`config.mk`:
```
export PLATFORM = sky130hd
export DESIGN_NAME = ntt_r4_sched_flat
export DESIGN_NICKNAME = d
export VERILOG_FILES = /design/src/rtl/ntt_r4_sched_if.sv /design/src/rtl/ntt_r4_sched.sv /design/src/flat_wrapper.sv
export SDC_FILE = /design/constraint.sdc
export NUM_CORES = 1
export LEC_CHECK = 0
export CORE_ASPECT_RATIO = 1.4
export CORE_MARGIN = 2
export CORE_UTILIZATION = 52
export CTS_CLUSTER_DIAMETER = 80
export DETAILED_ROUTE_END_ITERATION = 8
export GPL_TIMING_DRIVEN = 1
export PLACE_DENSITY = 0.78
export SYNTH_ARGS = -nofsm -noshare
export SYNTH_HDL_FRONTEND = slang
export SYNTH_SLANG_ARGS = --single-unit
```
`constraint.sdc`:
```
create_clock -name clk -period 10.8 [get_ports clk]
set_clock_uncertainty 0.05 [all_clocks]
set_input_delay 2.16 -clock clk [delete_from_list [all_inputs] [get_ports clk]]
set_output_delay 2.16 -clock clk [all_outputs]
set_load 0.005 [all_outputs]
```
`src/rtl/ntt_r4_sched_if.sv`:
```
// ntt_r4_sched_if: handshake, ROM and BRAM strobe/address bundle of the radix-4 NTT sequencer.
interface ntt_r4_sched_if #(parameter int AW = 8);
  logic          i_start;
  logic          i_inverse;
  logic          o_busy;
  logic          o_done;
  logic          o_mode_inv;
  logic [1:0]    o_stage;
  logic          o_rom_re;
  logic [AW-1:0] o_rom_idx;
  logic [AW-1:0] i_addr0, i_addr1, i_addr2, i_addr3;
  logic          o_rd_en;
  logic [AW-1:0] o_rd_addr0, o_rd_addr1, o_rd_addr2, o_rd_addr3;
  logic          o_bf_valid;
  logic          o_wr_en;
  logic [AW-1:0] o_wr_addr0, o_wr_addr1, o_wr_addr2, o_wr_addr3;
  modport master (
    output i_start, i_inverse, i_addr0, i_addr1, i_addr2, i_addr3,
    input  o_busy, o_done, o_mode_inv, o_stage, o_rom_re, o_rom_idx,
           o_rd_en, o_rd_addr0, o_rd_addr1, o_rd_addr2, o_rd_addr3, o_bf_valid,
           o_wr_en, o_wr_addr0, o_wr_addr1, o_wr_addr2, o_wr_addr3
  );
  modport slave (
    input  i_start, i_inverse, i_addr0, i_addr1, i_addr2, i_addr3,
    output o_busy, o_done, o_mode_inv, o_stage, o_rom_re, o_rom_idx,
           o_rd_en, o_rd_addr0, o_rd_addr1, o_rd_addr2, o_rd_addr3, o_bf_valid,
           o_wr_en, o_wr_addr0, o_wr_addr1, o_wr_addr2, o_wr_addr3
  );
endinterface

```
`src/rtl/ntt_r4_sched.sv`:
```
// ntt_r4_sched: stage/butterfly sequencer for a 256-point radix-4 NTT with pipeline-aligned BRAM strobes.
module ntt_r4_sched #(
  parameter int N_BF     = 64,
  parameter int N_STG    = 4,
  parameter int ROM_LAT  = 1,
  parameter int BRAM_LAT = 1,
  parameter int BF_LAT   = 6,
  parameter int AW       = 8
) (
  input logic           clk,
  input logic           rst,
  ntt_r4_sched_if.slave io_bus
);
  localparam int D  = ROM_LAT + BRAM_LAT + BF_LAT;
  localparam int NP = BRAM_LAT + BF_LAT - 1;
  localparam int BW = $clog2(N_BF);
  localparam int CW = $clog2(D + 1);
  localparam logic [1:0] S_IDLE  = 2'd0;
  localparam logic [1:0] S_ISSUE = 2'd1;
  localparam logic [1:0] S_DRAIN = 2'd2;
  localparam logic [1:0] S_DONE  = 2'd3;

  logic [1:0]      r_state;
  logic [1:0]      r_stage;
  logic [BW-1:0]   r_bf;
  logic [CW-1:0]   r_cnt;
  logic            r_inv;
  logic [D-1:0]    r_v;
  logic [4*AW-1:0] r_ap [NP];
  logic [4*AW-1:0] r_wa;
  logic            w_rom_re;
  logic            w_rd_en;
  logic [4*AW-1:0] w_addr;

  assign w_rom_re = r_state == S_ISSUE;
  assign w_rd_en  = r_v[ROM_LAT-1];
  assign w_addr   = {io_bus.i_addr3, io_bus.i_addr2, io_bus.i_addr1, io_bus.i_addr0};

  always_ff @(posedge clk or posedge rst) begin
    if (rst) begin
      r_state <= S_IDLE;
      r_stage <= '0;
      r_bf    <= '0;
      r_cnt   <= '0;
      r_inv   <= 1'b0;
    end else begin
      case (r_state)
        S_IDLE: if (io_bus.i_start) begin
          r_inv   <= io_bus.i_inverse;
          r_stage <= '0;
          r_bf    <= '0;
          r_state <= S_ISSUE;
        end
        S_ISSUE: if (r_bf == BW'(N_BF - 1)) begin
          r_state <= S_DRAIN;
          r_cnt   <= CW'(D);
        end else begin
          r_bf <= r_bf + 1'b1;
        end
        S_DRAIN: begin
          r_cnt <= r_cnt - 1'b1;
          if (r_cnt == CW'(1)) begin
            if (r_stage == 2'(N_STG - 1)) begin
              r_state <= S_DONE;
            end else begin
              r_stage <= r_stage + 1'b1;
              r_bf    <= '0;
              r_state <= S_ISSUE;
            end
          end
        end
        default: r_state <= S_IDLE;
      endcase
    end
  end

  // addresses are shifted every cycle; only the slot tagged by the valid line is committed to wr_addr
  always_ff @(posedge clk or posedge rst) begin
    if (rst) begin
      r_v  <= '0;
      r_wa <= '0;
      for (int j = 0; j < NP; j++) r_ap[j] <= '0;
    end else begin
      r_v     <= {r_v[D-2:0], w_rom_re};
      r_ap[0] <= w_addr;
      for (int j = 1; j < NP; j++) r_ap[j] <= r_ap[j-1];
      if (r_v[D-2]) r_wa <= r_ap[NP-1];
    end
  end

  assign io_bus.o_busy     = r_state != S_IDLE;
  assign io_bus.o_done     = r_state == S_DONE;
  assign io_bus.o_mode_inv = r_inv;
  assign io_bus.o_stage    = r_stage;
  assign io_bus.o_rom_re   = w_rom_re;
  assign io_bus.o_rom_idx  = AW'({r_stage, r_bf});
  assign io_bus.o_rd_en    = w_rd_en;
  assign io_bus.o_rd_addr0 = w_rd_en ? io_bus.i_addr0 : '0;
  assign io_bus.o_rd_addr1 = w_rd_en ? io_bus.i_addr1 : '0;
  assign io_bus.o_rd_addr2 = w_rd_en ? io_bus.i_addr2 : '0;
  assign io_bus.o_rd_addr3 = w_rd_en ? io_bus.i_addr3 : '0;
  assign io_bus.o_bf_valid = r_v[ROM_LAT+BRAM_LAT-1];
  assign io_bus.o_wr_en    = r_v[D-1];
  assign io_bus.o_wr_addr0 = r_wa[AW-1:0];
  assign io_bus.o_wr_addr1 = r_wa[2*AW-1:AW];
  assign io_bus.o_wr_addr2 = r_wa[3*AW-1:2*AW];
  assign io_bus.o_wr_addr3 = r_wa[4*AW-1:3*AW];
endmodule
```
`src/flat_wrapper.sv`:
```
// flat-port wrapper written by rule: the top's interface ports become plain ports
module ntt_r4_sched_flat 
#(
  parameter int N_BF     = 64,
  parameter int N_STG    = 4,
  parameter int ROM_LAT  = 1,
  parameter int BRAM_LAT = 1,
  parameter int BF_LAT   = 6,
  parameter int AW       = 8
)
  (clk, rst, io_bus_i_start, io_bus_i_inverse, io_bus_i_addr0, io_bus_i_addr1, io_bus_i_addr2, io_bus_i_addr3, io_bus_o_busy, io_bus_o_done, io_bus_o_mode_inv, io_bus_o_stage, io_bus_o_rom_re, io_bus_o_rom_idx, io_bus_o_rd_en, io_bus_o_rd_addr0, io_bus_o_rd_addr1, io_bus_o_rd_addr2, io_bus_o_rd_addr3, io_bus_o_bf_valid, io_bus_o_wr_en, io_bus_o_wr_addr0, io_bus_o_wr_addr1, io_bus_o_wr_addr2, io_bus_o_wr_addr3);
  ntt_r4_sched_if #(.AW(AW)) io_bus_i ();
  input logic clk;
  input logic rst;
  input wire logic [$bits(io_bus_i.i_start)-1:0] io_bus_i_start;
  input wire logic [$bits(io_bus_i.i_inverse)-1:0] io_bus_i_inverse;
  input wire logic [$bits(io_bus_i.i_addr0)-1:0] io_bus_i_addr0;
  input wire logic [$bits(io_bus_i.i_addr1)-1:0] io_bus_i_addr1;
  input wire logic [$bits(io_bus_i.i_addr2)-1:0] io_bus_i_addr2;
  input wire logic [$bits(io_bus_i.i_addr3)-1:0] io_bus_i_addr3;
  output wire logic [$bits(io_bus_i.o_busy)-1:0] io_bus_o_busy;
  output wire logic [$bits(io_bus_i.o_done)-1:0] io_bus_o_done;
  output wire logic [$bits(io_bus_i.o_mode_inv)-1:0] io_bus_o_mode_inv;
  output wire logic [$bits(io_bus_i.o_stage)-1:0] io_bus_o_stage;
  output wire logic [$bits(io_bus_i.o_rom_re)-1:0] io_bus_o_rom_re;
  output wire logic [$bits(io_bus_i.o_rom_idx)-1:0] io_bus_o_rom_idx;
  output wire logic [$bits(io_bus_i.o_rd_en)-1:0] io_bus_o_rd_en;
  output wire logic [$bits(io_bus_i.o_rd_addr0)-1:0] io_bus_o_rd_addr0;
  output wire logic [$bits(io_bus_i.o_rd_addr1)-1:0] io_bus_o_rd_addr1;
  output wire logic [$bits(io_bus_i.o_rd_addr2)-1:0] io_bus_o_rd_addr2;
  output wire logic [$bits(io_bus_i.o_rd_addr3)-1:0] io_bus_o_rd_addr3;
  output wire logic [$bits(io_bus_i.o_bf_valid)-1:0] io_bus_o_bf_valid;
  output wire logic [$bits(io_bus_i.o_wr_en)-1:0] io_bus_o_wr_en;
  output wire logic [$bits(io_bus_i.o_wr_addr0)-1:0] io_bus_o_wr_addr0;
  output wire logic [$bits(io_bus_i.o_wr_addr1)-1:0] io_bus_o_wr_addr1;
  output wire logic [$bits(io_bus_i.o_wr_addr2)-1:0] io_bus_o_wr_addr2;
  output wire logic [$bits(io_bus_i.o_wr_addr3)-1:0] io_bus_o_wr_addr3;
  assign io_bus_i.i_start = io_bus_i_start;
  assign io_bus_i.i_inverse = io_bus_i_inverse;
  assign io_bus_i.i_addr0 = io_bus_i_addr0;
  assign io_bus_i.i_addr1 = io_bus_i_addr1;
  assign io_bus_i.i_addr2 = io_bus_i_addr2;
  assign io_bus_i.i_addr3 = io_bus_i_addr3;
  assign io_bus_o_busy = io_bus_i.o_busy;
  assign io_bus_o_done = io_bus_i.o_done;
  assign io_bus_o_mode_inv = io_bus_i.o_mode_inv;
  assign io_bus_o_stage = io_bus_i.o_stage;
  assign io_bus_o_rom_re = io_bus_i.o_rom_re;
  assign io_bus_o_rom_idx = io_bus_i.o_rom_idx;
  assign io_bus_o_rd_en = io_bus_i.o_rd_en;
  assign io_bus_o_rd_addr0 = io_bus_i.o_rd_addr0;
  assign io_bus_o_rd_addr1 = io_bus_i.o_rd_addr1;
  assign io_bus_o_rd_addr2 = io_bus_i.o_rd_addr2;
  assign io_bus_o_rd_addr3 = io_bus_i.o_rd_addr3;
  assign io_bus_o_bf_valid = io_bus_i.o_bf_valid;
  assign io_bus_o_wr_en = io_bus_i.o_wr_en;
  assign io_bus_o_wr_addr0 = io_bus_i.o_wr_addr0;
  assign io_bus_o_wr_addr1 = io_bus_i.o_wr_addr1;
  assign io_bus_o_wr_addr2 = io_bus_i.o_wr_addr2;
  assign io_bus_o_wr_addr3 = io_bus_i.o_wr_addr3;
  ntt_r4_sched #(.N_BF(N_BF), .N_STG(N_STG), .ROM_LAT(ROM_LAT), .BRAM_LAT(BRAM_LAT), .BF_LAT(BF_LAT), .AW(AW)) u_core (.clk(clk), .rst(rst), .io_bus(io_bus_i));
endmodule
```
After elaboration in Yosys (flattened, before gate mapping)
Cells that the tools add are included.
- divide/modulo/power cells: 0
- $lt $le $gt $ge: 0
- bitwise logic cells: 0
- shifts and indexed selects: 0
- $mul: 0
- equal/unequal tests: 11
- mux-type cells: 20
- reduce and logical (&&, ||, !) cells: 10
- $add $sub $neg: 3
- operators by type and width (cell ; number):
    2-to-1 mux 8 bit ; 4
    2-to-1 mux 6 bit ; 4
    case mux 6 bit (3 select lines) ; 1
    2-to-1 mux 2 bit ; 7
    != test 2 bit, second input constant ; 4
    case mux 4 bit (2 select lines) ; 1
    adder 6 x 1 -> 6 bit, second input constant ; 1
    equality test 2 bit, second input constant ; 3
    equality test 6 bit, second input constant ; 1
    case mux 2 bit (3 select lines) ; 1
    nonzero test 2 bit ; 3
    AND reduction 5 bit ; 1
    equality test 4 x 1 -> 1 bit, second input constant ; 1
    2-to-1 mux 4 bit ; 1
    case mux 2 bit (2 select lines) ; 1
    AND reduction 2 bit ; 2
    AND reduction 4 bit ; 1
    subtractor 4 x 1 -> 4 bit, second input constant ; 1
    AND reduction 3 bit ; 1
    nonzero test 3 bit ; 1
    adder 2 x 1 -> 2 bit, second input constant ; 1
    equality test 2 x 1 -> 1 bit, second input constant ; 1
    zero test 2 bit ; 1
    != test 2 x 1 -> 1 bit, second input constant ; 1
- input port bits: 36
- ROM bits: 0
- bits in latches: 0
- memories kept: 0
- bits in registers: 247
- memory bits (writable): 0
- output and inout bits: 81
- logic and storage cells: 57

Depth between registers and ports, before layout
Gate-level depths: netlist of the first run.
- depth in word-level cells: 4
- mapped depth: 6
- depth with buffers taken out: 5

Worst setup path after synthesis of the first run
OpenSTA, ideal clock, no wires.
- path type: input to output
- from: input io_bus_i_addr0[0]
- to: output io_bus_o_rd_addr0[0]
- path slack: 6287 ps
- required time: 8590 ps
- path buffers: 0
- arrival time: 2303 ps
- stages on the path: 1
- cell sequence: and2_1
- cells in the longest elaborated chain, start to end: 1
- ends and longest elaborated chain (what ; RTL line ; source):
    start, declared ; flat_wrapper.sv:17 ; input wire logic [$bits(io_bus_i.i_addr0)-1:0] io_bus_i_addr0;
    2-to-1 mux 8 bit ; ntt_r4_sched.sv:98 ; assign io_bus.o_rd_addr0 = w_rd_en ? io_bus.i_addr0 : '0;
    end, declared ; flat_wrapper.sv:28 ; output wire logic [$bits(io_bus_i.o_rd_addr0)-1:0] io_bus_o_rd_addr0;
No other way between the ends.

Final worst setup path of the first run
- from: input io_bus_i_addr1[3]
- to: output io_bus_o_rd_addr1[3]
- cells in the longest elaborated chain, start to end: 1
- ends and longest elaborated chain (what ; RTL line ; source):
    start, declared ; flat_wrapper.sv:18 ; input wire logic [$bits(io_bus_i.i_addr1)-1:0] io_bus_i_addr1;
    2-to-1 mux 8 bit ; ntt_r4_sched.sv:99 ; assign io_bus.o_rd_addr1 = w_rd_en ? io_bus.i_addr1 : '0;
    end, declared ; flat_wrapper.sv:29 ; output wire logic [$bits(io_bus_i.o_rd_addr1)-1:0] io_bus_o_rd_addr1;
No other way between the ends.

==> metrics.md, run 1 <==
| Metric | Value |
|---|---|
| Run status | `complete, no violations` |
| Via count of the routed design | `between 3000 and 4000` |
| Cell count after placement | `between 600 and 700` |
| Post-CTS resize count | `0` |
| Reported leakage power | `4.09 nW` |
| Number of buffers added by the clock tree synthesis step | `21` |
| Post-synthesis to final-layout area growth | `28.4%` |
| Number of library cell types mapped by synthesis | `33` |
| Part of the power in registers | `49.7%` |
| Max-capacitance violation count | `0` |
| Cell repeated most along the worst path | `clkdlybuf4s50_1` |
| Commonest non-fill, non-tap cell in the layout | `dfrtp_1` |
| Number of antenna cells inserted | `0` |
| Setup TNS | `0 ns` |
| Area share of xor/xnor cells in the synthesized design | `less than 1%` |
| Peak ir drop on the vdd network | `around 0.00019 V` |
| Via-to-Cell Ratio | `approximately 4.8` |
| Transition time of the tightest slew-check pin | `around 1.1 ns` |
| Post-synthesis instance area | `between 7000 and 8000 sq um` |
| Post-synthesis compound-gate area fraction | `around 2.3%` |
| Top library cells by usage in the layout, fill and taps aside | `dfrtp_1 (247), clkdlybuf4s50_1 (116), and2_1 (33)` |
| Top area cells in the synthesized netlist | `dfrtp_1 (84%), mux2_2 (4.9%), and2_1 (2.8%)` |
| TritonCTS clock tree | `built` |
| H-Tree Level Count | `1` |
| Number of clock sinks | `between 200 and 250` |
| Post-layout nets | `roughly 570` |
| Hold/Removal Path Class | `register to register` |
| Synth Area in Simple Gates | `5.69%` |
| Slowest cell on crit path | `clkdlybuf4s50_1` |
| Number of antenna violations at the first check in global routing | `0` |
| Required @ worst endpoint | `around 8.6 ns` |
| Number of storage elements in the synthesis netlist | `247` |
| Share of Yosys cell area claimed by the top area cell type | `a little over four fifths` |
| Number of buffers inserted for hold repair after clock tree synthesis | `0` |
| Share of the cycle needed by the critical path after routing | `about half` |
| Total Die Area | `between 15000 and 20000 sq um` |
| Largest net degree at the start of global routing | `155` |
| Chain of cells forming the critical path | `clkdlybuf4s50_1, and2_1, clkdlybuf4s50_1` |
| Switching power | `around 0.49 mW` |
| Mean instance size in the synthesized netlist | `18.1 sq um` |
| Starting utilization of the core area | `52.9%` |
| Synthesis Warnings | `0` |
| Non-filler cells in the finished layout | `~730` |
| Combinational family with the most area after synthesis | `simple AND/OR/NAND/NOR gates` |
| Post-DR wirelength/cell | `15.6 um` |
| Longest individual stage delay on the worst path | `between 0.5 and 0.6 ns` |
| Root buf cell | `clkbuf_16` |
| Global-route wire length before repair | `~19 mm` |
| Synthesized netlist net count | `roughly 450` |
| Share of cells above drive strength 1 | `a little over an eighth` |
| Fillers | `897` |
| Total power divided by cell area | `230 nW/um^2` |
| I/O pin count | `roughly 120` |
| Clock latency reported for the late side of the worst-skew pair | `approximately 0.48 ns` |
| Normalized max-slew margin | `~28%` |
| DRC viols | `0` |
| Final weighted congestion in routability-driven placement | `~0.78` |
| Gate count of the mapped netlist | `roughly 410` |
| Post-layout minimum cycle time | `5.52 ns` |
| Setup Buffers After CTS | `0` |
| Number of buffers added on ports | `about 120` |
| Final wirelength | `11.5 mm` |
| Combinational share of power | `around 14%` |
| Final core utilization | `67.9%` |
| Pint | `~1.7 mW` |
| Number of max-slew violations in the final report | `0` |
| Overall track demand over capacity in global routing | `between 15 and 20%` |
| Worst setup path category | `input pin to output pin` |
| Horiz. Die Dim | `104 um` |
| Critical path data arrival time | `roughly 3.3 ns` |
| Placeable core area | `13800 sq um` |
| Starting DRC count in detailed routing | `roughly 190` |
| Multiplexer area fraction after synthesis | `approximately 5.3%` |
| Hold Fails Final Rpt | `0` |
| Area share of fa/ha/maj cells after synthesis | `less than 1%` |
| Number of iterations in the first detailed-routing pass | `4` |
| Maximum clock path buffer count | `3` |
| Clock Power Share | `between 30% and 40%` |
| Core Rows | `around 50` |
| Crit-path max FO | `2` |
| Yosys top cell by area | `dfrtp_1` |
| Detail Route Antenna Nets | `0` |
| Setup repair after global routing missed its margin | `false` |
| Maximum frequency from static timing analysis | `about 180 MHz` |
| Final global-route overflow total | `0` |
| Clock transition at the registers of the reported paths | `about 0.070 ns` |
| Startpoint type of the worst setup path | `input pin` |
| Vias in the first global route | `3729` |
| Total of endpoints with negative setup slack in the final report | `0` |
| Switching share of total power | `a little under a quarter` |
| Register area share after synthesis | `between 80 and 90%` |
| Endpoint class of the critical path | `output pin` |
| Die Y | `144 um` |
| Total half-perimeter wirelength after legalization and detailed placement | `~6.9 mm` |
[worst max-delay path, delay by kind of cell]
family        cells  cell delay (ns)
buf+inv           2             1.00
simple gates      1             0.15
[per-layer routing]
metal	global-route usage, %	wire length [um]	up-vias
li1	-	-	1576
met1	20.0	4530	1787
met2	28.1	6100	125
met3	2.84	613	19
met4	5.76	223	0
met5	0	0	-
[cell families (layout without fill, tap and decap cells)]
family | count (synthesis) | after routing
flops | 247 | 247
simple gates | 70 | 70
mux | 35 | 35
compound gates | 27 | 27
buf+inv | 19 | 162
fa+ha+maj | 4 | 4
xor+xnor | 3 | 3
[flip-flops by register name (all words and copies together), names as in the netlist]
name                      cells
u_core.r_ap                 192
u_core.r_wa                  32
u_core.r_v                    8
u_core.r_bf                   6
u_core.r_cnt                  4
u_core.io_bus.o_stage         2
u_core.r_state                2
u_core.io_bus.o_mode_inv      1
[final timing paths]
path	endpoint	slack, ns	depth (start not counted)	startpoint
setup / recovery	io_bus_o_rd_addr1[3]	5.28	3	io_bus_i_addr1[3]
hold / removal	u_core.r_ap[87]	0.29	0	u_core.r_ap[119]
setup reg to reg	u_core.r_bf[5]	9.01	4	u_core.io_bus.o_stage[0]
hold reg to reg	u_core.r_ap[87]	0.29	0	u_core.r_ap[119]
max in group asynchronous	u_core.r_ap[155]	6.75	3	rst
min in group asynchronous	u_core.r_ap[105]	2.28	2	rst
[metrics by stage]
| step | worst slack, ns | hold WS (ns) | cell area [sq um] | total power, mW |
|---|---|---|---|---|
| 5_1_grt | 5.25 | 0.300 | 9400 | 2.26 |
| 3_5_place_dp | 5.27 | 0.285 | 8670 | 1.40 |
| 6_report | 5.28 | 0.290 | 9400 | 2.16 |
| 4_1_cts | 5.27 | 0.297 | 9400 | 2.19 |
| 3_3_place_gp | 5.31 | 0.281 | 8670 | 1.38 |
| 2_1_floorplan | 1.80 | 0.281 | 7320 | 1.21 |
[area by class of cell]
class	count	area, sq um	share of cell area [%]
Timing Repair Buffer	118	1180	12.5
Clock buffer	28	602	6.40
Inverter	7	33.8	0.359
Tap cell	185	231	2.46
Clock inverter	9	129	1.37
Multi-Input combinational cell	139	1050	11.2
Sequential cell	247	6180	65.7
[power by group through the flow]
stage	sequential, mW	combinational (mW)	clock, mW
2_1_floorplan	1.07	0.141	0
3_3_place_gp	1.08	0.300	0
3_5_place_dp	1.09	0.310	0
4_1_cts	1.07	0.313	0.799
5_1_grt	1.09	0.336	0.837
6_report	1.07	0.308	0.777
[cells in the mapped netlist]
master,number
nor3b_1,1
mux2i_1,2
clkbuf_1,6
o31a_1,1
inv_1,7
o21ai_1,8
o22ai_1,4
dfrtp_1,247
buf_4,2
o21ai_0,6
buf_6,1
and3_1,2
buf_2,3
or4b_4,1
mux2_2,32
and2_1,33
nand3_1,4
nand4bb_1,1
a22oi_1,1
nor4_1,1
a211oi_2,1
mux2_1,1
a21oi_1,2
nand2b_1,5
nand2_1,8
nor2_1,6
nor2b_1,5
or4_1,2
and3b_1,1
o211ai_1,3
a221oi_1,1
ha_1,4
xnor2_1,3
Power figures use the tool's default switching activity.
==> run 2: changes to the inputs <==
--- a/config.mk
+++ b/config.mk
@@ -7,11 +7,11 @@
 export LEC_CHECK = 0
 export CORE_ASPECT_RATIO = 1.4
 export CORE_MARGIN = 2
-export CORE_UTILIZATION = 52
+export CORE_UTILIZATION = 47
 export CTS_CLUSTER_DIAMETER = 80
 export DETAILED_ROUTE_END_ITERATION = 8
 export GPL_TIMING_DRIVEN = 1
-export PLACE_DENSITY = 0.78
+export PLACE_DENSITY = 0.74
 export SYNTH_ARGS = -nofsm -noshare
 export SYNTH_HDL_FRONTEND = slang
 export SYNTH_SLANG_ARGS = --single-unit
==> constraint.sdc (replaced) <==
create_clock -name clk -period 4.7 [get_ports clk]
set_clock_uncertainty 0.05 [all_clocks]
set_input_delay 0.94 -clock clk [delete_from_list [all_inputs] [get_ports clk]]
set_output_delay 0.94 -clock clk [all_outputs]
set_load 0.005 [all_outputs]
==> run 2 against run 1 <==
Against the previous run: final cell count is 1.9% higher; non-clock buffer count is 1 higher; clock-buffer cell count is 3 lower; wire length is 6.9% lower; combinational power is 130% higher; clock power is 120% higher; sequential power is 130% higher; critical endpoint is now io_bus_o_rd_addr3[1]; critical path depth is 1 lower; register-to-register slack worse by 6.1 ns; critical path type is now register to output pin.
==> metrics.md, run 2 (synthesis results as in run 1) <==
| Metric | Value |
|---|---|
| Global-route wire length before repair | `17.9 mm (was 18.8 mm)` |
| Top library cells by usage in the layout, fill and taps aside | `dfrtp_1 (247), clkdlybuf4s50_1 (116), and2_1 (33) (unchanged)` |
| Post-layout nets | `576 (was 574)` |
| Clock transition at the registers of the reported paths | `0.06 ns (was 0.07 ns)` |
| Die Y | `152 um (was 144 um)` |
| Chain of cells forming the critical path | `and2_1, clkdlybuf4s50_1 (was clkdlybuf4s50_1, and2_1, clkdlybuf4s50_1)` |
| Endpoint with the worst hold slack | `u_core.r_ap[38] (was u_core.r_ap[87])` |
| Setup repair after global routing missed its margin | `false (unchanged)` |
| Met3 routing resource usage after global routing | `2.69% (was 2.84%)` |
| Via count of the routed design | `3461 (was 3507)` |
| Detail Route Antenna Nets | `0 (unchanged)` |
| Required @ worst endpoint | `3.71 ns (was 8.59 ns)` |
| Total power divided by cell area | `517 nW/um^2 (was 230 nW/um^2)` |
| Met1 demand-to-capacity share in global routing | `18.4% (was 20.0%)` |
| Starting DRC count in detailed routing | `215 (was 191)` |
| Final global-route overflow total | `0 (unchanged)` |
| Longest individual stage delay on the worst path | `0.84 ns (was 0.52 ns)` |
| Crit-path max FO | `34 (was 2)` |
| Largest register FFs | `192 (unchanged)` |
| Post-CTS resize count | `0 (unchanged)` |
| Overall track demand over capacity in global routing | `13.7% (was 15.9%)` |
| GRT met2 Usage | `22.4% (was 28.1%)` |
| Number of clock sinks | `247 (unchanged)` |
| FF-to-FF path depth | `4 (unchanged)` |
| Via-to-Cell Ratio | `4.63 (was 4.78)` |
| Number of buffers added by the clock tree synthesis step | `22 (was 21)` |
| Number of antenna cells inserted | `0 (unchanged)` |
| DRC viols | `0 (unchanged)` |
| Setup Buffers After CTS | `0 (unchanged)` |
| Maximum clock path buffer count | `3 (unchanged)` |
| Starting utilization of the core area | `47.5% (was 52.9%)` |
| Total half-perimeter wirelength after legalization and detailed placement | `6.65 mm (was 6.93 mm)` |
| Reported leakage power | `4.08 nW (was 4.09 nW)` |
| Root buf cell | `clkbuf_16 (unchanged)` |
| Fillers | `1100 (was 897)` |
| Setup TNS | `0 ns (unchanged)` |
| Slowest cell on crit path | `dfrtp_1 (was clkdlybuf4s50_1)` |
| TritonCTS clock tree | `built (unchanged)` |
| Largest net degree at the start of global routing | `178 (was 155)` |
| Number of buffers inserted for hold repair after clock tree synthesis | `0 (unchanged)` |
| Worst setup path category | `register to output pin (was input pin to output pin)` |
| I/O pin count | `117 (unchanged)` |
| Worst hold slack | `0.282 ns (was 0.290 ns)` |
| Share of cells above drive strength 1 | `14.0% (was 13.1%)` |
| Startpoint type of the worst setup path | `register (was input pin)` |
| Endpoint class of the critical path | `output pin (unchanged)` |
| Number of buffers added on ports | `116 (unchanged)` |
| Top flop regs | `u_core.r_ap (192), u_core.r_wa (32), u_core.r_v (8) (unchanged)` |
| Final weighted congestion in routability-driven placement | `0.740 (was 0.780)` |
| Origin of the worst min-delay path | `u_core.r_ap[70] (was u_core.r_ap[119])` |
| Busiest layer in global routing | `met2 (unchanged)` |
| Number of antenna violations at the first check in global routing | `0 (unchanged)` |
| Hold/Removal Path Class | `register to register (unchanged)` |
| Total Die Area | `16600 sq um (was 15100 sq um)` |
| Number of max-slew violations in the final report | `0 (unchanged)` |
| Max-capacitance violation count | `0 (unchanged)` |
| R2R Path Start | `u_core.io_bus.o_stage[0] (unchanged)` |
| Placeable core area | `15400 sq um (was 13800 sq um)` |
| Peak ir drop on the vdd network | `0.000359 V (was 0.000187 V)` |
| Total of endpoints with negative setup slack in the final report | `0 (unchanged)` |
| Number of iterations in the first detailed-routing pass | `4 (unchanged)` |
| Hold Fails Final Rpt | `0 (unchanged)` |
| Post-DR wirelength/cell | `14.3 um (was 15.6 um)` |
| Final wirelength | `10.7 mm (was 11.5 mm)` |
| Core Rows | `54 (was 51)` |
| Share of the cycle needed by the critical path after routing | `approximately two thirds` |
| Capture point of the worst reg-to-reg path | `u_core.r_bf[3] (was u_core.r_bf[5])` |
| Final core utilization | `61.1% (was 67.9%)` |
| Clock latency reported for the late side of the worst-skew pair | `0.50 ns (was 0.48 ns)` |
| Critical path data arrival time | `2.10 ns (was 3.31 ns)` |
| Vias in the first global route | `3599 (was 3729)` |
| Post-layout minimum cycle time | `about 3 ns` |
| Reg2Reg Setup Slack | `2.89 ns (was 9.01 ns)` |
| Top reg by flops | `u_core.r_ap (unchanged)` |
| H-Tree Level Count | `1 (unchanged)` |
| Normalized max-slew margin | `39.6% (was 27.7%)` |
| Post-synthesis to final-layout area growth | `28.6% (was 28.4%)` |
| Worst Hold Path Cells | `0 (unchanged)` |
| Run status | `complete, no violations (unchanged)` |
| Maximum frequency from static timing analysis | `between 300 and 400 MHz` |
| Horiz. Die Dim | `109 um (was 104 um)` |
| Commonest non-fill, non-tap cell in the layout | `dfrtp_1 (unchanged)` |
| Transition time of the tightest slew-check pin | `0.906 ns (was 1.09 ns)` |
## run 2: changes by cell type in the layout (fill, tap and decap cells not counted), sizes merged
cell | previous run | this run
clkinvlp | 1 | 6
clkbuf | 28 | 25
clkinv | 4 | 7
bufinv | 3 | 1
buf | 2 | 3
inv | 8 | 7
## run 2: final cells by class
class	instances	area [sq um]	share of cell area [%]
flip-flops and latches	247	6180	65.6
repair buffers	119	1200	12.7
multi-input cells	139	1050	11.1
clock buffers	25	592	6.28
well taps	196	245	2.60
clock inverters	14	123	1.30
inverters	7	30.0	0.319
## run 2: how the worst max path moves through the flow
stage	to	startpoint	slack [ns]
2_1_floorplan	u_core.io_bus.o_mode_inv	rst	0.46
3_3_place_gp	io_bus_o_rd_addr2[5]	io_bus_i_addr2[5]	1.64
3_5_place_dp	io_bus_o_rd_addr2[5]	io_bus_i_addr2[5]	1.62
5_1_grt	io_bus_o_rd_addr2[5]	u_core.r_v[0]	1.40
6_report	io_bus_o_rd_addr3[1]	u_core.r_v[0]	1.61
4_1_cts	io_bus_o_rd_addr3[1]	u_core.r_v[0]	1.54
## run 2: where the power goes
group          internal [mW]  switching, mW
logic                  0.451          0.263
clock network          0.970          0.725
registers               2.32          0.141
## run 2: worst max-delay path: cells and delay by family (launching register included)
family	cells	cell delay [ns]
and+or+nand+nor	1	0.24
buffers and inverters	1	0.52
DFF	1	0.84
## run 2: metal layers
layer | share of wire (%) | vias to the layer above
met5 | 0 | -
met4 | 2.1 | 0
met3 | 5.9 | 15
met2 | 51 | 112
met1 | 41 | 1747
li1 | - | 1587
## run 2: per-stage QoR
step / setup slack, ns / total power [mW] / std cells / area, sq um
2_1_floorplan: 0.464 / 2.78 / 405 / 7320
3_3_place_gp: 1.64 / 3.17 / 708 / 8700
3_5_place_dp: 1.62 / 3.22 / 708 / 8700
4_1_cts: 1.54 / 4.94 / 747 / 9420
5_1_grt: 1.40 / 5.11 / 747 / 9420
6_report: 1.61 / 4.87 / 747 / 9420
